--- src/rtl/pos_pkg.sv ---
// pos_pkg: definitions shared by the position-sum core and its lanes.
//   POS_MODE_CHAIN / POS_MODE_ACC : values of the inMode port.
//   pos_state_e                   : accumulate-burst FSM states.
//   pos_field()                   : extracts coordinate field d from a label.
//                                   Field 0 is the MSB field.
package pos_pkg;

  localparam logic POS_MODE_CHAIN = 1'b0;
  localparam logic POS_MODE_ACC   = 1'b1;

  // Widest label pos_field() can handle.
  localparam int unsigned POS_MAX_W = 64;

  typedef enum logic {
    POS_IDLE,
    POS_ACC
  } pos_state_e;

  // Returns field d of lbl, right-aligned and zero-extended.
  function automatic logic [POS_MAX_W-1:0] pos_field(
    input logic [POS_MAX_W-1:0] lbl,
    input int unsigned          lbl_len,
    input int unsigned          field_len,
    input int unsigned          d
  );
    int unsigned sh;
    sh = lbl_len - (d + 1) * field_len;
    return (lbl >> sh) & ~({POS_MAX_W{1'b1}} << field_len);
  endfunction

endpackage

--- src/rtl/pos_lane.sv ---
// pos_lane: one dimension of the position-sum datapath.
// Adds a zero-extended coordinate field to a CSUM_LEN-bit base in a
// CSUM_LEN+1-bit adder; the carry-out is this lane's overflow.
// Build option: POS_CORE_SAT_EN defined -> an overflowing sum clamps to
// all-ones; undefined -> the sum wraps modulo 2^CSUM_LEN.
// Ports:
//   base_i  [CSUM_LEN]  : running sum (previous-stage sum or accumulator)
//   field_i [FIELD_LEN] : coordinate field from the label
//   sum_o   [CSUM_LEN]  : wrapped or saturated result
//   carry_o             : carry-out of the widened add
module pos_lane #(
  parameter int unsigned CSUM_LEN  = 7,
  parameter int unsigned FIELD_LEN = 5
) (
  input  logic [CSUM_LEN-1:0]  base_i,
  input  logic [FIELD_LEN-1:0] field_i,
  output logic [CSUM_LEN-1:0]  sum_o,
  output logic                 carry_o
);

  logic [CSUM_LEN:0] raw;

  assign raw     = {1'b0, base_i} + (CSUM_LEN+1)'(field_i);
  assign carry_o = raw[CSUM_LEN];

`ifdef POS_CORE_SAT_EN
  assign sum_o = carry_o ? '1 : raw[CSUM_LEN-1:0];
`else
  assign sum_o = raw[CSUM_LEN-1:0];
`endif

endmodule

--- src/rtl/pos_core_nd.sv ---
// pos_core_nd: DIMS-dimensional position-sum stage of the KNN datapath.
// Splits each label into DIMS equal fields and adds each field to a
// per-dimension sum, either the sums handed in from the previous stage
// (chain mode) or an internal accumulator over a burst (accumulate mode).
// Build option: POS_CORE_SAT_EN (saturating sums, see pos_lane).
// Ports:
//   clk, rst  : clock, synchronous active-high reset
//   inValid   : input beat valid
//   inL       : label, field 0 in the MSBs
//   inPrev    : previous sums, dimension 0 in the MSBs
//   inMode    : 0 = chain, 1 = accumulate (sampled with inValid)
//   inLast    : final beat of an accumulate burst
//   outValid  : one-cycle pulse with each new result
//   outSum    : result sums, packed like inPrev
//   outOvf    : result overflowed in at least one dimension
module pos_core_nd
  import pos_pkg::*;
#(
  parameter int unsigned LBL_LEN  = 10,
  parameter int unsigned DIMS     = 2,
  parameter int unsigned CSUM_LEN = 7
) (
  input  logic                     clk,
  input  logic                     rst,
  input  logic                     inValid,
  input  logic [LBL_LEN-1:0]       inL,
  input  logic [DIMS*CSUM_LEN-1:0] inPrev,
  input  logic                     inMode,
  input  logic                     inLast,
  output logic                     outValid,
  output logic [DIMS*CSUM_LEN-1:0] outSum,
  output logic                     outOvf
);

  localparam int unsigned FIELD_LEN = LBL_LEN / DIMS;
  localparam int unsigned SUM_W     = DIMS * CSUM_LEN;

  pos_state_e       state_q, state_d;
  logic [SUM_W-1:0] acc_q, acc_d;
  logic             acc_ovf_q, acc_ovf_d;
  logic [SUM_W-1:0] out_sum_q, out_sum_d;
  logic             out_ovf_q, out_ovf_d;
  logic             out_valid_q, out_valid_d;

  logic [SUM_W-1:0] lane_sum;
  logic [DIMS-1:0]  lane_carry;
  logic             use_acc;
  logic             upd_ovf;

  // Only an accumulate beat in the middle of a burst adds to the
  // accumulator; chain beats and burst-opening beats start from inPrev.
  assign use_acc = (inMode == POS_MODE_ACC) && (state_q == POS_ACC);

  for (genvar d = 0; d < DIMS; d++) begin : g_lane
    localparam int unsigned HI = (DIMS - d) * CSUM_LEN - 1;
    logic [FIELD_LEN-1:0] field;
    logic [CSUM_LEN-1:0]  base;

    assign field = FIELD_LEN'(pos_field(POS_MAX_W'(inL), LBL_LEN, FIELD_LEN, d));
    assign base  = use_acc ? acc_q[HI -: CSUM_LEN] : inPrev[HI -: CSUM_LEN];

    pos_lane #(
      .CSUM_LEN (CSUM_LEN),
      .FIELD_LEN(FIELD_LEN)
    ) u_lane (
      .base_i (base),
      .field_i(field),
      .sum_o  (lane_sum[HI -: CSUM_LEN]),
      .carry_o(lane_carry[d])
    );
  end

  // Sticky burst overflow including this beat's carries.
  assign upd_ovf = (use_acc & acc_ovf_q) | (|lane_carry);

  always_comb begin
    state_d     = state_q;
    acc_d       = acc_q;
    acc_ovf_d   = acc_ovf_q;
    out_sum_d   = out_sum_q;
    out_ovf_d   = out_ovf_q;
    out_valid_d = 1'b0;

    if (inValid) begin
      if (inMode == POS_MODE_CHAIN) begin
        // Burst state is left alone so a pending burst resumes afterwards.
        out_sum_d   = lane_sum;
        out_ovf_d   = |lane_carry;
        out_valid_d = 1'b1;
      end else if (inLast) begin
        out_sum_d   = lane_sum;
        out_ovf_d   = upd_ovf;
        out_valid_d = 1'b1;
        state_d     = POS_IDLE;
        acc_d       = '0;
        acc_ovf_d   = 1'b0;
      end else begin
        acc_d       = lane_sum;
        acc_ovf_d   = upd_ovf;
        state_d     = POS_ACC;
      end
    end
  end

  always_ff @(posedge clk) begin
    if (rst) begin
      state_q     <= POS_IDLE;
      acc_q       <= '0;
      acc_ovf_q   <= 1'b0;
      out_sum_q   <= '0;
      out_ovf_q   <= 1'b0;
      out_valid_q <= 1'b0;
    end else begin
      state_q     <= state_d;
      acc_q       <= acc_d;
      acc_ovf_q   <= acc_ovf_d;
      out_sum_q   <= out_sum_d;
      out_ovf_q   <= out_ovf_d;
      out_valid_q <= out_valid_d;
    end
  end

  assign outValid = out_valid_q;
  assign outSum   = out_sum_q;
  assign outOvf   = out_ovf_q;

endmodule

--- config.mk ---
export PLATFORM = sky130hd
export DESIGN_NAME = pos_core_nd
export DESIGN_NICKNAME = d
export VERILOG_FILES = /design/src/rtl/pos_pkg.sv /design/src/rtl/pos_lane.sv /design/src/rtl/pos_core_nd.sv
export SDC_FILE = /design/constraint.sdc
export NUM_CORES = 1
export LEC_CHECK = 0
export ABC_AREA = 0
export BUFFER_PORTS_ARGS = -buffer_cell sky130_fd_sc_hd__buf_2
export CORE_MARGIN = 4
export CORE_UTILIZATION = 37
export DETAILED_ROUTE_END_ITERATION = 7
export GPL_ROUTABILITY_DRIVEN = 1
export HOLD_SLACK_MARGIN = 0.03
export PLACE_DENSITY_LB_ADDON = 0.12
export SLEW_MARGIN = 20
export SYNTH_ARGS = -nofsm -noshare
export SYNTH_HDL_FRONTEND = slang
export SYNTH_HIERARCHICAL = 1
export SYNTH_SLANG_ARGS = --single-unit
--- constraint.sdc ---
create_clock -name clk -period 3.1 [get_ports clk]
set_clock_uncertainty 0.2 [all_clocks]
set_input_delay 0.62 -clock clk [delete_from_list [all_inputs] [get_ports clk]]
set_output_delay 0.62 -clock clk [all_outputs]
set_load 0.05 [all_outputs]
==> flow_summary_export.csv, run 1 <==
group,metric,value,unit
route,dr_total_vias,1691,
die,die_x,79.8,um
route,drt-initial-drc-count,89,
yosys,syn_avg_cell_area,8.63,um^2
placed_design,hpwl,3410,um
global_routing,grt_pass1_vias,1565,
route,first_pass_iters,4,
clock_network,cts_resized,0,
route,wl,4820,um
clock_network,htreeDepth,2,
critical_path,r2r_slack,360,ps
yosys,syn_nets,262,
yosys,synth_cell_types,32,
timing,tightest_slew,614,ps
yosys,yosysWarnings,6,
cells_and_area,syn_to_final_growth,21.1,%
cells_and_area,drive_above_1_share,29.9,%
route,ant_nets,0,
run,cap_violations,0,
yosys,synth_area,0.00191,mm^2
timing,rsz0062_at_grt,"no",
power_and_ir_drop,power.density,509,mW/mm^2
timing,period_share,89.5,%
critical_path,critPathMaxFanout,6,
global_routing,grt_max_degree,33,
global_routing,grt_first_pass_wirelength,7880,um
critical_path,required,3120,ps
global_routing,grt.total_usage,15.8,%
hold_path,min_path_type,"reg2reg",
global_routing,overflow,0,
clock_network,cts.sinks,32,
cells_and_area,fill_cells,506,
die,dieArea,0.00637,mm^2
power_and_ir_drop,ir_drop,225,uV
global_routing,antenna_found_initial,0,
cells_and_area,post-route-util,47.7,%
cells_and_area,finalInstanceArea,0.00231,mm^2
clock_network,cts_buffer_depth,2,
placed_design,globalplace.congestion,0.727,
critical_path,cp-start-kind,"input pin",
yosys,synthArstFlopShare,0,%
timing,min_period,2770,ps
clock_network,cts_tree,"done",
die,rows,25,
timing,setup_tns,0,ps
route,drc,0,
yosys,syn_inst,221,
yosys,ys_ff_latch,32,
timing,fmax,0.361,GHz
clock_network,cts_setup_buffers,0,
route,wl_per_cell,14.4,um
critical_path,end_kind,"flip-flop",
clock_network,root_buffer,"clkbuf_8",
die,start_util,39.4,%
power_and_ir_drop,cellLeakagePower,0.971,nW
yosys,seq_area_frac_synth,33.6,%
placed_design,dpl.cell_count,327,
yosys,synth_edf_count,0,
timing,setup_viol,0,
placed_design,dpl_cell_area,0.00220,mm^2
run_status,status,"finished clean",
critical_path,arrival,2790,ps
clock_network,clk_latency,290,ps
clock_network,cts_hold_buf,0,
timing,slew_violations,0,
critical_path,criticalPathCategory,"in2reg",
die,io_pins,45,
timing,hold_viol_final,0,
die,coreArea,0.00485,mm^2
clock_network,cts_buffers,5,
timing,relSlewSlack,59.1,%
cells_and_area,diodes,0,
cells_and_area,finalNonFillerCells,335,
placed_design,portBuffers,44,
die,die_y,79.8,um
cells_and_area,nNetsFinal,308,
clock_network,cts.clk_slew.worst_paths,70,ps
route,vias_per_cell,5.05,
yosys,synthFlopType,"dfxtp_1",
-- critical path, stage by stage --
cell and delay (ps):
buf_2 90, nand2_1 200, mux2_2 300, ha_1 160, inv_1 50, fa_1 400
nor2b_1 170, o2111ai_1 130, nand3_1 110, xor2_1 270, nand4b_1 140, a21oi_1 150
-- flip-flops by register name (all words and copies together) (netlist names) --
| name | cells |
|---|---|
| acc_q | 14 |
| outSum | 14 |
| acc_ovf_q | 1 |
| outOvf | 1 |
| outValid | 1 |
| state_q | 1 |
-- per-stage QoR --
stage               worst slack (ps)  hold WS (ps)  total power [mW]
floorplan                        304           229             0.696
global placement                5.77           242             0.784
detailed placement              17.5           244             0.782
CTS                              311           254              1.18
global route                     152           277              1.24
finish                           326           253              1.18
-- cell usage in the layout (no fill, tap or decap), types with 5 or more instances in the layout --
cell,netlist,final
dfxtp_1,32,32
nand4b_1,14,14
buf_4,1,10
o21ai_0,17,17
mux2_2,14,14
nand2_1,19,19
inv_1,9,9
nand3_1,18,18
a21oi_1,33,33
xnor2_1,8,8
buf_2,6,44
clkbuf_8,0,5
ha_1,10,10
nor2_1,5,5
-- per-layer routing --
metal / vias up / GRT usage (%) / part of all wire (%)
met1: 762 / 25.5 / 55
met3: 4 / 4.85 / 5.6
met2: 39 / 20.0 / 39
li1: 886 / - / -
met5: - / 0 / 0
met4: 0 / 2.53 / 0.62
-- path summary, 6_finish.rpt --
kind                 start        end  cells after the start
setup / recovery    inMode  acc_q[13]                     12
hold / removal    acc_q[9]   acc_q[9]                      2
setup reg to reg   state_q  acc_q[13]                     11
hold reg to reg   acc_q[9]   acc_q[9]                      2
-- cell families after synthesis --
kind of cell	Yosys count	share of synthesized area, %
adders and majority gates	12	8.66
DFF	32	33.6
buffers and inverters	24	6.16
and+or+nand+nor	64	18.8
xor gates and xnor gates	10	4.59
muxes	14	8.26
AOI/OAI and AO/OA	65	19.9
-- synth_stat cells (5+ instances only) --
master / count / share of area [%]
a21oi_1: 33 / 8.7
dfxtp_1: 32 / 34
nand2_1: 19 / 3.7
nand3_1: 18 / 4.7
o21ai_0: 17 / 4.5
mux2_2: 14 / 8.3
nand4b_1: 14 / 6.4
ha_1: 10 / 6.6
inv_1: 9 / 1.8
xnor2_1: 8 / 3.7
buf_2: 6 / 1.6
clkbuf_1: 5 / 0.98
nor2_1: 5 / 0.98
-- layout make-up --
cell class                 count  area [um^2]  share of cell area [%]
clock buffer                   6         72.6                    3.14
clock inverter                 2         35.0                    1.52
inverter                       9         33.8                    1.46
multi-input combinational    165         1150                    49.8
sequential                    32          641                    27.7
tap                           67         83.8                    3.63
timing repair buffer          54          295                    12.8
-- where the power goes --
group	switching [mW]	total, mW	internal, mW	leakage (nW)
clock	0.163	0.401	0.238	0.0552
combinational	0.205	0.325	0.120	0.655
sequential	0.0112	0.449	0.438	0.262
No activity file was read; power rests on OpenSTA's default activity.
==> run 2: changes to the inputs <==
==> constraint.sdc (replaced) <==
create_clock -name clk -period 3.1 [get_ports clk]
set_clock_uncertainty 0.2 [all_clocks]
set_input_delay 0 -clock clk [delete_from_list [all_inputs] [get_ports clk]]
set_output_delay 0 -clock clk [all_outputs]
set_load 0.05 [all_outputs]
==> run 2 against run 1 <==
Compared with the run above:
- first-iteration DRC count decreased by 11%
- sequential share of layout area decreased by 0.54 points
- fmax increased by 0.43%
- die area unchanged
- global-route usage increased by 0.45 points
- register-to-register slack got worse by 20 ps
- largest power group unchanged
- sequential power about the same
- highest routed layer unchanged
- combinational power about the same
- wire length increased by 1.2%
- flip-flop and latch count unchanged
==> flow_summary_export.csv, run 2 (synthesized netlist as in run 1, its figures left out) <==
group,metric,value,unit
run_status,status,"finished clean",
timing,hold_ws,50.3,ps
cells_and_area,diodes,0,
critical_path,cp_slowest_stage_delay,410,ps
route,drc,0,
clock_network,cts.sinks,32,
timing,relSlewSlack,58.1,%
hold_path,min_delay_worst_endpoint,"outSum[8]",
global_routing,grt_max_degree,34,
critical_path,cp-start-kind,"flip-flop",
route,wl,4880,um
cells_and_area,layout_common_cells,"buf_2, a21oi_1, dfxtp_1",
clock_network,cts_buffer_depth,2,
route,first_pass_iters,4,
die,io_pins,45,
route,dr_total_vias,1713,
power_and_ir_drop,ir_drop,246,uV
placed_design,portBuffers,44,
critical_path,criticalPathCategory,"reg2reg",
critical_path,required,3110,ps
cells_and_area,fill_cells,493,
timing,rsz0062_at_grt,"no",
critical_path,startpoint,"state_q",
cells_and_area,syn_to_final_growth,23.5,%
route,wl_per_cell,14.5,um
die,rows,25,
cells_and_area,ff_latch_area,641,um^2
timing,fmax,0.362,GHz
global_routing,grt_first_pass_wirelength,8220,um
global_routing,antenna_found_initial,0,
timing,setup_tns,0,ps
timing,hold_viol_final,0,
power_and_ir_drop,seqPwrFrac,38.0,%
route,ant_nets,0,
power_and_ir_drop,p_int,0.796,mW
die,die_x,79.8,um
clock_network,cts_tree,"done",
critical_path,r2r-start,"state_q",
timing,setup_viol,0,
critical_path,reg2reg_depth,11,
timing,period_share,89.1,%
power_and_ir_drop,comb_power_share,27.3,%
die,die_y,79.8,um
timing,tightest_slew,628,ps
timing,slew_violations,0,
critical_path,end_kind,"flip-flop",
critical_path,critPathMaxFanout,8,
route,vias_per_cell,5.08,
route,drt-initial-drc-count,79,
clock_network,cts_buffers,5,
global_routing,grt_pass1_vias,1672,
placed_design,hpwl,3370,um
placed_design,globalplace.congestion,0.725,
critical_path,cp_cell_sequence,"nand2_2 -> mux2_2 -> ha_1 -> inv_1 -> fa_1 -> nor2b_1 -> o2111ai_1 -> nand3_1 -> xor2_1 -> nand4b_1 -> a21oi_1",
power_and_ir_drop,power.density,502,mW/mm^2
clock_network,clk_latency,290,ps
run,cap_violations,0,
cells_and_area,nNetsFinal,310,
clock_network,cts.clk_slew.worst_paths,80,ps
power_and_ir_drop,swShare,32.7,%
critical_path,r2r-end,"acc_q[13]",
die,start_util,39.4,%
clock_network,htreeDepth,2,
critical_path,r2r_slack,340,ps
cells_and_area,final_common_cell,"buf_2",
cells_and_area,multi_input_area,0.00115,mm^2
timing,min_period,2760,ps
die,dieArea,0.00637,mm^2
critical_path,arrival,2780,ps
hold_path,min_path_type,"in2reg",
critical_path,crit_slowest_cell,"fa_1",
power_and_ir_drop,p_sw,0.387,mW
power_and_ir_drop,cellLeakagePower,0.980,nW
hold_path,hold_path_depth,6,
hold_path,hp-start,"inL[6]",
clock_network,root_buffer,"clkbuf_8",
cells_and_area,drive_above_1_share,27.4,%
global_routing,grt.total_usage,16.2,%
power_and_ir_drop,p_clk_share,34.7,%
die,coreArea,0.00485,mm^2
global_routing,overflow,0,
## run 2: cell count changes in the layout (fill, tap and decap cells not counted)
| cell | change |
|---|---|
| buf_4 | -8 |
| clkbuf_1 | -1 |
| clkinvlp_4 | +1 |
| dlygate4sd3_1 | +10 |
| nand2_1 | -1 |
| nand2_2 | +1 |
## run 2: cell type report
cell class / count / area share (%)
clock buffers: 5 / 2.92
clock inverters: 3 / 1.80
inverters: 9 / 1.43
multi-input cells: 165 / 48.9
flip-flops and latches: 32 / 27.2
well taps: 67 / 3.56
repair buffers: 56 / 14.2
## run 2: critical path: cells and delay by family (launching register included)
kind | cells | cell delay (ps)
adder cells (fa/ha/maj) | 2 | 630
AND/OR/NAND/NOR | 4 | 590
XOR/XNOR | 1 | 240
multiplexers | 1 | 280
AO/OA/AOI/OAI | 2 | 280
flip-flops | 1 | 390
buffers and inverters | 1 | 70
## run 2: repair_timing
item	in CTS	in global routing
buffers inserted	0	0
endpoints found under the setup margin	0	3
hold buffers	10	0
endpoints found under the hold margin	24	0
resized for setup	0	1
## run 2: worst max path at each step
stage,to,depth (start not counted),slack [ps]
after floorplan,acc_q[6],12,580
after global placement,acc_q[13],11,270
after detailed placement,acc_q[13],11,220
after CTS,acc_q[13],11,190
after global routing,acc_q[13],11,50
final,acc_q[13],11,340
## run 2: per-stage QoR
step / utilization (%) / std cells / total power [mW] / area, um^2 / setup slack, ps
floorplan: - / 221 / 0.696 / 1910 / 575
global placement: 44.2 / 319 / 0.772 / 2140 / 266
detailed placement: 44.2 / 319 / 0.771 / 2140 / 222
CTS: 48.6 / 337 / 1.20 / 2350 / 189
global route: 48.6 / 337 / 1.25 / 2360 / 50.3
finish: 48.6 / 337 / 1.18 / 2360 / 338
## run 2: metal layers
metal / GRT usage [%] / share of wire (%) / up-vias
met5: 0 / 0 / -
met4: 3.04 / 0.31 / 0
met3: 4.40 / 6.4 / 4
met2: 22.4 / 41 / 48
met1: 24.9 / 52 / 774
li1: - / - / 887
## run 2: power by group through the flow
stage	registers, mW	clock network [mW]	logic, mW
floorplan	0.520	0	0.176
global placement	0.459	0	0.313
detailed placement	0.459	0	0.312
CTS	0.449	0.423	0.324
global route	0.452	0.442	0.357
finish	0.449	0.410	0.323
==> run 3: changes to the inputs <==
--- a/config.mk
+++ b/config.mk
@@ -7,8 +7,9 @@
 export LEC_CHECK = 0
 export ABC_AREA = 0
 export BUFFER_PORTS_ARGS = -buffer_cell sky130_fd_sc_hd__buf_2
+export CAP_MARGIN = 20
 export CORE_MARGIN = 4
-export CORE_UTILIZATION = 37
+export CORE_UTILIZATION = 40
 export DETAILED_ROUTE_END_ITERATION = 7
 export GPL_ROUTABILITY_DRIVEN = 1
 export HOLD_SLACK_MARGIN = 0.03
==> run 3 against run 2 <==
Compared with the run above:
- combinational power about the same
- flip-flop and latch count did not move
- total power down 1.5%
- hold slack better by 0.51 ps
- critical path type unchanged
- critical endpoint is now acc_q[6]
- largest power group unchanged
==> flow_summary_export.csv, run 3 (synthesized netlist as in run 1, its figures left out) <==
group,metric,value,unit
critical_path,r2r-start,"state_q",
cells_and_area,drive_above_1_share,27.5,%
die,die_y,77.1,um
timing,period_share,88.3,%
critical_path,cp-start-kind,"flip-flop",
die,die_x,77.1,um
clock_network,htreeDepth,2,
timing,hold_viol_final,0,
hold_path,hp-start,"rst",
timing,fmax,0.365,GHz
die,dieArea,0.00594,mm^2
timing,slew_violations,0,
route,ant_nets,0,
timing,min_period,2740,ps
route,first_pass_iters,4,
route,wl,4810,um
timing,setup_tns,0,ps
critical_path,arrival,2740,ps
timing,tightest_slew,638,ps
hold_path,min_delay_worst_endpoint,"outSum[3]",
timing,relSlewSlack,57.5,%
critical_path,critPathMaxFanout,9,
clock_network,cts_hold_buf,7,
cells_and_area,diodes,0,
critical_path,cp_slowest_stage_delay,400,ps
critical_path,end_kind,"flip-flop",
critical_path,required,3100,ps
critical_path,crit_slowest_cell,"fa_1",
timing,setup_viol,0,
critical_path,r2r-end,"acc_q[6]",
global_routing,grt_first_pass_wirelength,8140,um
hold_path,hold_path_depth,2,
clock_network,cts_buffers,5,
global_routing,grt_pass1_vias,1663,
route,dr_total_vias,1733,
route,vias_per_cell,5.40,
placed_design,hpwl,3350,um
placed_design,dpl.cell_count,306,
power_and_ir_drop,cellLeakagePower,0.973,nW
critical_path,path_buf_inv,2,
placed_design,portBuffers,44,
global_routing,overflow,0,
cells_and_area,fill_cells,452,
critical_path,r2r_slack,360,ps
clock_network,cts_buffer_depth,2,
power_and_ir_drop,ir_drop,201,uV
timing,rsz0062_at_grt,"no",
cells_and_area,layout_common_cells,"buf_2, a21oi_1, dfxtp_1",
route,drt-initial-drc-count,111,
global_routing,antenna_found_initial,0,
die,coreArea,0.00447,mm^2
die,io_pins,45,
clock_network,root_buffer,"clkbuf_8",
run_status,status,"finished clean",
clock_network,cts_tree,"done",
clock_network,cts_setup_buffers,0,
global_routing,grt_max_degree,33,
power_and_ir_drop,power.density,503,mW/mm^2
clock_network,cts.clk_slew.worst_paths,70,ps
global_routing,grt.total_usage,17.0,%
critical_path,cp_num_cells,12,
hold_path,min_path_type,"in2reg",
critical_path,critPathTopFamily,"adder cells",
clock_network,clk_latency,280,ps
route,drc,0,
clock_network,cts_resized,0,
cells_and_area,finalNonFillerCells,321,
cells_and_area,syn_to_final_growth,21.4,%
placed_design,globalplace.congestion,0.834,
critical_path,criticalPathCategory,"reg2reg",
die,rows,24,
cells_and_area,nNetsFinal,309,
critical_path,cp_cell_sequence,"nand2_1 -> buf_4 -> mux2_2 -> ha_1 -> inv_1 -> fa_1 -> nor2b_1 -> o2111ai_1 -> nand3_1 -> xor2_1 -> nand4b_1 -> a21oi_1",
die,start_util,42.6,%
cells_and_area,final_common_cell,"buf_2",
run,cap_violations,0,
critical_path,reg2reg_depth,12,
route,wl_per_cell,15.0,um
clock_network,cts.sinks,32,
-- run 3: changes by cell type in the layout (fill, tap and decap cells not counted) --
cell and delta:
buf_4 +2, dlygate4sd3_1 -3, clkbuf_1 +1, clkinvlp_4 -1, nand2_1 +1, nand2_2 -1
-- run 3: metal layers --
layer / global-route usage (%) / vias up / part of all wire [%]
li1: - / 890 / -
met1: 25.1 / 790 / 50
met2: 24.7 / 48 / 44
met3: 3.86 / 5 / 5.3
met4: 4.80 / 0 / 0.91
met5: 0 / - / 0
-- run 3: worst max path at each step --
stage / start / end / slack (ps)
after floorplan: state_q / acc_q[6] / 580
after global placement: state_q / acc_q[6] / 420
after detailed placement: state_q / acc_q[6] / 430
after CTS: state_q / acc_q[6] / 380
after global routing: state_q / acc_q[6] / 160
final: state_q / acc_q[6] / 360
-- run 3: through the flow --
step	area (um^2)	setup slack, ps	utilization (%)	total power, mW	hold WS, ps
global route	2320	157	51.8	1.23	62.9
detailed placement	2140	425	47.8	0.773	227
floorplan	1910	575	-	0.696	-127
global placement	2140	420	47.8	0.774	236
finish	2320	363	51.8	1.17	50.8
CTS	2320	376	51.8	1.18	30.6
-- run 3: layout make-up --
| cell class | instances | area, um^2 | share of cell area, % |
|---|---|---|---|
| clock buffer | 6 | 72.6 | 3.13 |
| tap | 52 | 65.1 | 2.81 |
| clock inverter | 2 | 35.0 | 1.51 |
| sequential | 32 | 641 | 27.6 |
| inverter | 9 | 33.8 | 1.46 |
| multi-input combinational | 165 | 1150 | 49.6 |
| timing repair buffer | 55 | 320 | 13.8 |
-- run 3: power by group --
group	total, mW	switching (mW)	internal (mW)	leakage, nW
clock	0.393	0.154	0.238	0.0552
sequential	0.450	0.0116	0.438	0.262
combinational	0.323	0.205	0.118	0.656
-- run 3: worst reg2reg max path, cell delays in order, from the launching register on --
cell and delay [ps]:
dfxtp_1 380, nand2_1 60, buf_4 190, mux2_2 230, ha_1 200, inv_1 70
fa_1 400, nor2b_1 170, o2111ai_1 120, nand3_1 110, xor2_1 240, nand4b_1 130
a21oi_1 160
